===== config.mk =====
export PLATFORM = sky130hd
export DESIGN_NAME = spram_arbiter
export DESIGN_NICKNAME = d
export VERILOG_FILES = /design/src/rtl/spram_arbiter.sv
export SDC_FILE = /design/constraint.sdc
export NUM_CORES = 1
export LEC_CHECK = 0
export BUFFER_PORTS_ARGS = -buffer_cell sky130_fd_sc_hd__buf_2
export CAP_MARGIN = 20
export CELL_PAD_IN_SITES_DETAIL_PLACEMENT = 0
export CELL_PAD_IN_SITES_GLOBAL_PLACEMENT = 1
export CORE_ASPECT_RATIO = 1.4
export CORE_UTILIZATION = 31
export DETAILED_ROUTE_END_ITERATION = 8
export PLACE_DENSITY_LB_ADDON = 0.3
export SYNTH_ARGS = -nofsm -noshare
export SYNTH_HDL_FRONTEND = slang
export SYNTH_SLANG_ARGS = --single-unit

===== constraint.sdc =====
create_clock -name clk -period 5.08 [get_ports clk]
set_input_delay 1.016 -clock clk [delete_from_list [all_inputs] [get_ports clk]]
set_output_delay 1.016 -clock clk [all_outputs]
set_load 0.03 [all_outputs]

===== src/rtl/spram_arbiter.sv =====
// Two-port round-robin arbiter sharing four SB_SPRAM256KA banks (64K x 16).
// Sequences single-word accesses and keeps only the addressed bank awake.
module spram_arbiter #(
  parameter int unsigned WAKE_CYCLES = 3
) (
  input  logic        clk,
  input  logic        reset,
  input  logic        p0_req,
  input  logic        p0_we,
  input  logic [15:0] p0_addr,
  input  logic [15:0] p0_wdata,
  output logic        p0_gnt,
  output logic        p0_rvalid,
  output logic [15:0] p0_rdata,
  input  logic        p1_req,
  input  logic        p1_we,
  input  logic [15:0] p1_addr,
  input  logic [15:0] p1_wdata,
  output logic        p1_gnt,
  output logic        p1_rvalid,
  output logic [15:0] p1_rdata,
  output logic [13:0] spram_addr,
  output logic [15:0] spram_din,
  output logic        spram_we,
  output logic [3:0]  spram_sleep,
  input  logic [63:0] spram_dout
);

  localparam int unsigned CntW = (WAKE_CYCLES > 0) ? $clog2(WAKE_CYCLES + 1) : 1;
  localparam logic [CntW-1:0] WakeInit = (WAKE_CYCLES > 0) ? CntW'(WAKE_CYCLES - 1) : '0;

  typedef enum logic [1:0] {StIdle, StWake, StIssue} state_e;

  state_e          state_q;
  logic [1:0]      cur_bank_q;
  logic [1:0]      rd_bank_q;
  logic            rr_last_q;
  logic            win_port_q;
  logic            rd_pend_q;
  logic            rd_port_q;
  logic [CntW-1:0] wake_cnt_q;

  logic        any_req;
  logic        pick;
  logic        cmd_port;
  logic        cmd_we;
  logic [15:0] cmd_addr;
  logic [15:0] cmd_wdata;
  logic [1:0]  cmd_bank;
  logic        go_issue;

  // In IDLE the fresh arbitration result drives the command; afterwards the latched
  // winner does, relying on requesters holding their inputs until grant.
  always_comb begin
    any_req   = p0_req | p1_req;
    pick      = (p0_req & p1_req) ? ~rr_last_q : p1_req;
    cmd_port  = (state_q == StIdle) ? pick : win_port_q;
    cmd_we    = cmd_port ? p1_we    : p0_we;
    cmd_addr  = cmd_port ? p1_addr  : p0_addr;
    cmd_wdata = cmd_port ? p1_wdata : p0_wdata;
    cmd_bank  = cmd_addr[15:14];
    go_issue  = 1'b0;
    unique case (state_q)
      StIdle:  go_issue = any_req & ((cmd_bank == cur_bank_q) | (WAKE_CYCLES == 0));
      StWake:  go_issue = (wake_cnt_q == '0);
      default: go_issue = 1'b0;
    endcase
  end

  always_ff @(posedge clk or posedge reset) begin
    if (reset) begin
      state_q     <= StIdle;
      cur_bank_q  <= 2'd0;
      rd_bank_q   <= 2'd0;
      rr_last_q   <= 1'b1;
      win_port_q  <= 1'b0;
      rd_pend_q   <= 1'b0;
      rd_port_q   <= 1'b0;
      wake_cnt_q  <= '0;
      spram_sleep <= 4'b1110;
      spram_addr  <= 14'd0;
      spram_din   <= 16'd0;
      spram_we    <= 1'b0;
      p0_gnt      <= 1'b0;
      p1_gnt      <= 1'b0;
    end else begin
      p0_gnt    <= 1'b0;
      p1_gnt    <= 1'b0;
      spram_we  <= 1'b0;
      rd_pend_q <= 1'b0;
      if (go_issue) begin
        spram_addr <= cmd_addr[13:0];
        spram_din  <= cmd_wdata;
        spram_we   <= cmd_we;
        p0_gnt     <= ~cmd_port;
        p1_gnt     <= cmd_port;
      end
      unique case (state_q)
        StIdle: begin
          if (any_req) begin
            win_port_q <= pick;
            wake_cnt_q <= WakeInit;
            if (cmd_bank != cur_bank_q) begin
              cur_bank_q  <= cmd_bank;
              spram_sleep <= ~(4'b0001 << cmd_bank);
            end
            state_q <= go_issue ? StIssue : StWake;
          end
        end
        StWake: begin
          if (wake_cnt_q == '0) begin
            state_q <= StIssue;
          end else begin
            wake_cnt_q <= wake_cnt_q - CntW'(1);
          end
        end
        StIssue: begin
          rr_last_q <= win_port_q;
          rd_pend_q <= ~spram_we;
          rd_port_q <= win_port_q;
          rd_bank_q <= cur_bank_q;
          state_q   <= StIdle;
        end
        default: state_q <= StIdle;
      endcase
    end
  end

  // SPRAM DATAOUT is already registered, so read data is steered straight through.
  always_comb begin
    p0_rvalid = rd_pend_q & ~rd_port_q;
    p1_rvalid = rd_pend_q & rd_port_q;
    p0_rdata  = spram_dout[{rd_bank_q, 4'b0000} +: 16];
    p1_rdata  = spram_dout[{rd_bank_q, 4'b0000} +: 16];
  end

endmodule


Yosys cells after proc, flatten, opt, wreduce, memory -nomap -nowiden
Cells that the tools add are included.

Add/subtract/negate cells: 1. Multiply operators: 0. Divide/modulo/power cells: 0. Order comparisons: 0. Eq/ne operators: 7. Shift-type cells: 2. Mux-type cells: 17. Bitwise logic cells: 10. Reductions and logical operators: 7.

Operators with widths (count): variable part select 64 x 7 -> 16 bit (1); 2-to-1 mux 16 bit (2); 2-to-1 mux 2 bit (5); one-hot mux 2 bit (2 select lines) (2); 2-to-1 mux 1 bit (7); != test 2 bit, second input constant (3); AND reduction 3 bit (2); bitwise AND 1 bit (4); logical NOT 2 bit (2); inverter 1 bit (4); inverter 4 bit (1); AND reduction 2 bit (2); << shifter 1 x 2 -> 4 bit, first input constant (1); == test 2 x 1 -> 1 bit, second input constant (1); == test 2 bit (1); == test 2 bit, second input constant (1); != test 2 bit (1); one-hot mux 1 bit (2 select lines) (1); nonzero test 2 bit (1); subtractor 2 x 1 -> 2 bit, second input constant (1); bitwise OR 1 bit (1).

Register bits: 49. Bits in latches: 0. Memory bits (writable): 0. Memory bits (read-only): 0. Bits of input ports: 134. Output and inout port bits: 71. Logic and storage cells: 58. Memories kept: 0.

Longest topological paths before layout
Gate-level depths: netlist of the first run.

Word-level depth: 10. Mapped depth: 8. Depth with buffers taken out: 6.

Worst setup path after synthesis of the first run
Ideal clock, no wire load.

Kind: flip-flop to output port. From: register rd_bank_q[0]. To: output port p1_rdata[0]. Data arrival time: 1928 ps. Data required time: 4064 ps. Path slack: 2136 ps. Stages on the path, launching flop included: 5. Path through: dfrtp_1 -> clkbuf_1 -> buf_2 -> mux4_2 -> buf_4.

Cells in the longest elaborated chain, start to end: 1.

RTL lines: from (decl) (line 36) `logic [1:0] rd_bank_q;`; from (signal assigned) (line 121) `rd_bank_q <= cur_bank_q;`; variable part select 64 x 7 -> 16 bit; to (decl) (line 21) `output logic [15:0] p1_rdata,`.

No other way between the ends.

Final worst setup path of the first run
From: register rd_bank_q[0]. To: output port p0_rdata[9].

Cells in the longest elaborated chain, start to end: 1.

RTL lines: variable part select 64 x 7 -> 16 bit (line 133) `p0_rdata = spram_dout[{rd_bank_q, 4'b0000} +: 16];`; to (decl) (line 14) `output logic [15:0] p0_rdata,`.

No other way between the ends.

==> results.sh, run 1 <==
export IMPL_drt_pass1_iterations=4
export IMPL_setup_viol_count_final=0
export IMPL_areaGrowthSynthToFinish_pct=39.5
export IMPL_drv_slew=0
export IMPL_finalCritPeriodShare_pct=61.5
export IMPL_ys_types=37
export IMPL_p_comb_share_pct=62.3
export IMPL_grt_pass1_wl_um=14200
export IMPL_p_per_area_mw_per_mm2=715
export IMPL_ff_latch_area_mm2=0.00123
export IMPL_holdPathStages=1
export IMPL_via_count=2987
export IMPL_holdBufCountCts=0
export IMPL_cts_buffers=5
export IMPL_syn_num_nets=429
export IMPL_rsz0062_at_grt="no"
export IMPL_cp_arrival_ns=2.11
export IMPL_setup_tns_ns=0
export IMPL_die_y_um=116
export IMPL_hold_ws_ns=0.425
export IMPL_io_pins=205
export IMPL_cts_tree="built"
export IMPL_insertion_delay_ns=0.29
export IMPL_nNetsFinal=607
export IMPL_start_kind="register"
export IMPL_critPathRequiredTime_ns=4.06
export IMPL_timing_final_ws_setup_ns=1.96
export IMPL_hold_viol=0
export IMPL_grt_max_degree=35
export IMPL_drt_initial_drc_count=139
export IMPL_synth_area_mm2=0.00288
export IMPL_core_area_mm2=0.00903
export IMPL_critPathMaxStageDelay_ns=0.96
export IMPL_synthCells=294
export IMPL_pwr_share_clk_pct=11.3
export IMPL_finalClockSkew_ns=0.00452
export IMPL_synth_edf_count=0
export IMPL_cts_buffer_depth=2
export IMPL_r2r_slack_ns=2.61
export IMPL_synthTopCellsByArea="dfrtp_1 (39%), mux4_2 (13%), nand2_1 (9.3%), a32oi_1 (9.1%), nor2_1 (4.6%)"
export IMPL_place_ws_ns=2.19
export IMPL_h_tree_depth=2
export IMPL_nFillCells=929
export IMPL_worst_slew_pin_slew_ns=0.935
export IMPL_portBuffers=204
export IMPL_fin_crit_ns=3.12
export IMPL_ir_drop_uv=378
export IMPL_hold_end="rd_pend_q"
export IMPL_multi_input_area_mm2=0.00140
export IMPL_crit_chain="mux4_2 -> buf_2"
export IMPL_ant_nets=0
export IMPL_antenna_found_initial=2
export IMPL_critical_path_top_delay_family="flip-flops"
export IMPL_hp_class="register to register"
export IMPL_ys_ff_latch=49
export IMPL_gp_congestion=0.702
export IMPL_drive_gt1_share_pct=52.6
export IMPL_clkSlewWorstSetupHoldPaths_ns=0.07
export IMPL_die_area_mm2=0.00967
export IMPL_status="finished, final reports clean"
export IMPL_yosysWarnings=0
export IMPL_grt_overflow=0
export IMPL_end_kind="output pin"
export IMPL_leakage_uw=0.00198
export IMPL_clock_fmax_mhz=320
export IMPL_r2r_cells=5
export IMPL_die_width_um=83.4
export IMPL_routedWlPerCell_um=16.2
export IMPL_hold_start="spram_we"
export IMPL_clock_sinks=49
export IMPL_reg2reg_from="state_q[1]"
export IMPL_dp_hpwl_um=7060
export IMPL_track_usage_pct=19.1
export IMPL_syn_avg_cell_area_um2=9.78
export IMPL_p_sw_uw=1490
export IMPL_seqPwrFrac_pct=26.4
export IMPL_p_sw_share_pct=51.9
export IMPL_design_area_mm2=0.00401
export IMPL_avgViaCountPerCell=5.13
export IMPL_synth_most_common_cell="nand2_1"
export IMPL_drc=0
export IMPL_post_cts_buffers=0
export IMPL_cpMaxStageDelayCell="dfrtp_1"
export IMPL_r2r_end="spram_sleep[0]"
export IMPL_cp_max_fo=17
export IMPL_async_reset_ff_share_pct=100
export IMPL_synth_top_area_share_pct=39.2
export IMPL_row_count=41
export IMPL_path_class="register to output pin"
export IMPL_synth_seq_area_share_pct=42.8
export IMPL_synthTopCellsByCount="nand2_1 (71), dfrtp_1 (45), nor2_1 (35), a32oi_1 (30)"
export IMPL_drv_cap=0
export IMPL_cts_resized=0
export IMPL_drt_wl_total_um=9430
export IMPL_p_int_uw=1380
export IMPL_synth_top_cell_by_area="dfrtp_1"
export IMPL_place_area_mm2=0.00386
export IMPL_synth_main_ff_cell="dfrtp_1"
export IMPL_cts_root_buf="clkbuf_16"
export IMPL_grt_pass1_vias=2867
export IMPL_start_util_pct=31.8
export IMPL_path_buf_inv=1
export IMPL_maxSlewHeadroom_pct=37.6
-- kinds of logic (layout without fill, tap and decap cells) --
logic type	after synthesis	after routing	synth area share, %
AOI/OAI and AO/OA	52	52	14.1
adders and majority gates	1	1	0.435
buffers and inverters	45	224	9.01
DFF	49	49	42.8
muxes	25	25	16.0
other	0	2	0
and+or+nand+nor	122	122	17.7
-- layer usage --
layer	vias to the layer above	global-route usage, %	routed length [um]
li1	1395	-	-
met1	1420	18.4	3320
met2	165	38.3	5160
met3	7	5.91	803
met4	0	6.09	151
met5	-	0	0
-- cell type report --
class,count,share of cell area [%]
Sequential cell,49,30.7
Antenna cell,2,0.125
Tap cell,107,3.34
Inverter,7,0.655
Clock buffer,5,3.12
Multi-Input combinational cell,200,34.9
Clock inverter,3,0.437
Timing Repair Buffer,209,26.7
-- metrics by stage --
stage	instances	utilization [%]	total power [uW]
2_1_floorplan	294	-	2150
3_3_place_gp	571	42.6	2540
3_5_place_dp	572	42.8	2570
4_1_cts	580	44.4	2910
5_1_grt	580	44.4	3060
6_report	582	44.4	2870
-- registers in the layout, indices dropped and copies added, names as in the netlist, 2 cells and up --
| signal | cells |
|---|---|
| wake_cnt_q | 2 |
| rd_bank_q | 2 |
| spram_addr | 14 |
| spram_din | 16 |
| state_q | 2 |
| spram_sleep | 4 |
| cur_bank_q | 2 |
-- power groups by stage --
| stage | Sequential, uW | Clock [uW] | Combinational [uW] |
|---|---|---|---|
| floorplan | 976 | 0 | 1170 |
| global placement | 761 | 0 | 1780 |
| detailed placement | 763 | 0 | 1810 |
| CTS | 760 | 338 | 1810 |
| global route | 788 | 351 | 1920 |
| finish | 758 | 324 | 1790 |
-- cell usage in the layout (no fill, tap or decap), drive strengths merged, types with 2 or more instances in the layout --
cell    netlist  routed
nor2         35      35
nor4b         2       2
a32oi        30      30
nor3b         2       2
inv           7       7
buf          25     209
mux2          7       7
dfstp         4       4
and2          2       2
clkinv        0       2
clkbuf       13       5
a21oi         4       4
nand2        71      71
mux4         16      16
a31oi         5       5
dfrtp        45      45
mux2i         2       2
diode         0       2
nor3          2       2
o21ai         6       6
or2           2       2
-- how the worst max path moves through the flow --
stage | from | cells after the start | to
2_1_floorplan | rd_bank_q[0] | 4 | p1_rdata[0]
3_3_place_gp | spram_dout[41] | 3 | p0_rdata[9]
3_5_place_dp | p1_req | 7 | spram_addr[11]
4_1_cts | rd_bank_q[0] | 2 | p0_rdata[9]
5_1_grt | rd_bank_q[0] | 2 | p0_rdata[9]
6_report | rd_bank_q[0] | 2 | p0_rdata[9]
-- worst register-to-register path, stage by stage (launching register included) --
cell and delay [ns]:
dfrtp_1 0.45, nor2_1 0.40, mux2i_4 0.72, buf_4 0.39
a31oi_1 0.14, mux2_2 0.27
(Power assumes the default switching activity.)
==> run 2, diff against run 1 <==
--- a/config.mk
+++ b/config.mk
@@ -10,7 +10,7 @@
 export CELL_PAD_IN_SITES_DETAIL_PLACEMENT = 0
 export CELL_PAD_IN_SITES_GLOBAL_PLACEMENT = 1
 export CORE_ASPECT_RATIO = 1.4
-export CORE_UTILIZATION = 31
+export CORE_UTILIZATION = 26
 export DETAILED_ROUTE_END_ITERATION = 8
 export PLACE_DENSITY_LB_ADDON = 0.3
 export SYNTH_ARGS = -nofsm -noshare
==> constraint.sdc (replaced) <==
create_clock -name clk -period 2.8 [get_ports clk]
set_input_delay 0.56 -clock clk [delete_from_list [all_inputs] [get_ports clk]]
set_output_delay 0.56 -clock clk [all_outputs]
set_load 0.03 [all_outputs]
==> run 2 against run 1 <==
Global-route usage shrank 2.6 points. Design area grew 2.6%. Worst setup slack got worse by 1.5 ns. Critical endpoint is now p1_rdata[10]. Wire length up 2.3%. Critical path type unchanged. Clock power grew 110%. Combinational power increased by 89%. Flip-flop and latch count did not move. Sequential power up 75%. Largest power group unchanged. Largest cell class unchanged. Register-to-register slack got worse by 2.1 ns. Clock skew increased by 0.0062 ns. Highest routed layer unchanged. Die area is 19% higher.
==> results.sh, run 2 (same netlist as run 1, synthesis figures left out) <==
export IMPL_grt_busiest_layer="met2"
export IMPL_grt_use_met3_pct=4.14
export IMPL_drt_pass1_iterations=4
export IMPL_die_area_mm2=0.0115
export IMPL_start_kind="register"
export IMPL_clock_sinks=49
export IMPL_ff_latch_area_mm2=0.00123
export IMPL_hp_class="primary input to async pin"
export IMPL_ant_nets=0
export IMPL_leakage_uw=0.00201
export IMPL_layout_commonest_cell="buf_2"
export IMPL_drive_gt1_share_pct=53.1
export IMPL_grt_max_degree=34
export IMPL_die_y_um=126
export IMPL_largest_register="spram_din"
export IMPL_r2r_end="spram_din[6]"
export IMPL_holdBufCountCts=0
export IMPL_use_met2_pct=31.3
export IMPL_insertion_delay_ns=0.29
export IMPL_reg2reg_from="state_q[1]"
export IMPL_grt_overflow=0
export IMPL_h_tree_depth=2
export IMPL_core_area_mm2=0.0108
export IMPL_finalClockSkew_ns=0.0108
export IMPL_io_pins=205
export IMPL_clkSlewWorstSetupHoldPaths_ns=0.07
export IMPL_fin_crit_ns=2.32
export IMPL_antenna_found_initial=0
export IMPL_avgViaCountPerCell=4.93
export IMPL_drv_cap=0
export IMPL_gp_congestion=0.805
export IMPL_cts_tree="built"
export IMPL_grt_pass1_vias=3066
export IMPL_rsz0062_at_grt="no"
export IMPL_nFillCells=1170
export IMPL_ir_drop_uv=467
export IMPL_power_uw=5420
export IMPL_hold_viol=0
export IMPL_drt_initial_drc_count=118
export IMPL_layout_common_cells="buf_2 (204), nand2_1 (71), dfrtp_1 (45)"
export IMPL_row_count=45
export IMPL_die_width_um=90.9
export IMPL_status="finished, final reports clean"
export IMPL_cp_max_fo=16
export IMPL_path_class="register to output pin"
export IMPL_drv_slew=0
export IMPL_areaGrowthSynthToFinish_pct=43.1
export IMPL_drt_wl_total_um=9650
export IMPL_r2r_slack_ns=0.56
export IMPL_cts_resized=0
export IMPL_routedWlPerCell_um=15.6
export IMPL_multi_input_area_mm2=0.00140
export IMPL_timing_final_ws_setup_ns=0.480
export IMPL_maxSlewHeadroom_pct=49.0
export IMPL_p_per_area_mw_per_mm2=1320
export IMPL_grt_pass1_wl_um=15100
export IMPL_insertedDiodeCount=0
export IMPL_startpoint="rd_bank_q[0]"
export IMPL_finalCritPeriodShare_pct=82.9
export IMPL_start_util_pct=26.6
export IMPL_critPathRequiredTime_ns=2.24
export IMPL_largestRegisters="spram_din (16), spram_addr (14), spram_sleep (4)"
export IMPL_cts_buffers=5
export IMPL_clock_fmax_mhz=431
export IMPL_end_kind="output pin"
export IMPL_grt_use_met1_pct=18.3
export IMPL_nNetsFinal=612
export IMPL_largest_reg_flops=16
export IMPL_portBuffers=204
export IMPL_post_cts_buffers=0
export IMPL_worst_slew_pin_slew_ns=0.749
export IMPL_cts_root_buf="clkbuf_16"
export IMPL_setup_tns_ns=0
export IMPL_setup_viol_count_final=0
export IMPL_drc=0
export IMPL_r2r_cells=5
export IMPL_track_usage_pct=16.5
export IMPL_cp_arrival_ns=1.76
export IMPL_dp_hpwl_um=7310
export IMPL_place_ws_ns=0.404
export IMPL_cts_buffer_depth=2
export IMPL_via_count=3051
## run 2: changes by cell type in the layout (fill, tap and decap cells not counted)
cell	delta
bufinv_16	+1
buf_4	+5
diode_2	-2
clkinv_4	+1
clkinv_2	-2
## run 2: report_power, final
group          internal (uW)  switching, uW
registers               1080            259
clock network            423            272
logic                   1160           2230
total                   2660           2760
## run 2: area by class of cell
class                           count  share of cell area, %
Clock inverter                      3                   1.12
Multi-Input combinational cell    200                   34.1
Timing Repair Buffer              214                   26.9
Sequential cell                    49                   29.9
Inverter                            7                  0.638
Tap cell                          141                   4.29
Clock buffer                        5                   3.04
## run 2: through the flow
stage	util, %	instances	instance area, um^2	hold slack, ns
4_1_cts	38.1	619	4120	0.262
2_1_floorplan	-	294	2880	0.446
6_report	38.1	619	4120	0.247
5_1_grt	38.1	619	4120	0.294
3_3_place_gp	36.5	611	3940	0.456
3_5_place_dp	36.5	611	3940	0.458
## run 2: how the worst max path moves through the flow
| stage | to | slack (ns) | cells after the start |
|---|---|---|---|
| floorplan | p1_rdata[0] | 0.31 | 4 |
| global placement | spram_din[2] | 0.48 | 7 |
| detailed placement | spram_din[15] | 0.40 | 7 |
| CTS | p1_rdata[10] | 0.43 | 3 |
| global route | spram_din[8] | 0.34 | 5 |
| finish | p1_rdata[10] | 0.48 | 3 |
## run 2: critical path, stage by stage (launching register included)
cell	delay, ns
dfrtp_1	0.34
buf_4	0.30
mux4_2	0.61
buf_2	0.21
## run 2: layer usage
layer	vias to the layer above	wire [um]
met3	10	891
li1	1399	-
met1	1450	3560
met4	0	112
met5	-	0
met2	192	5080
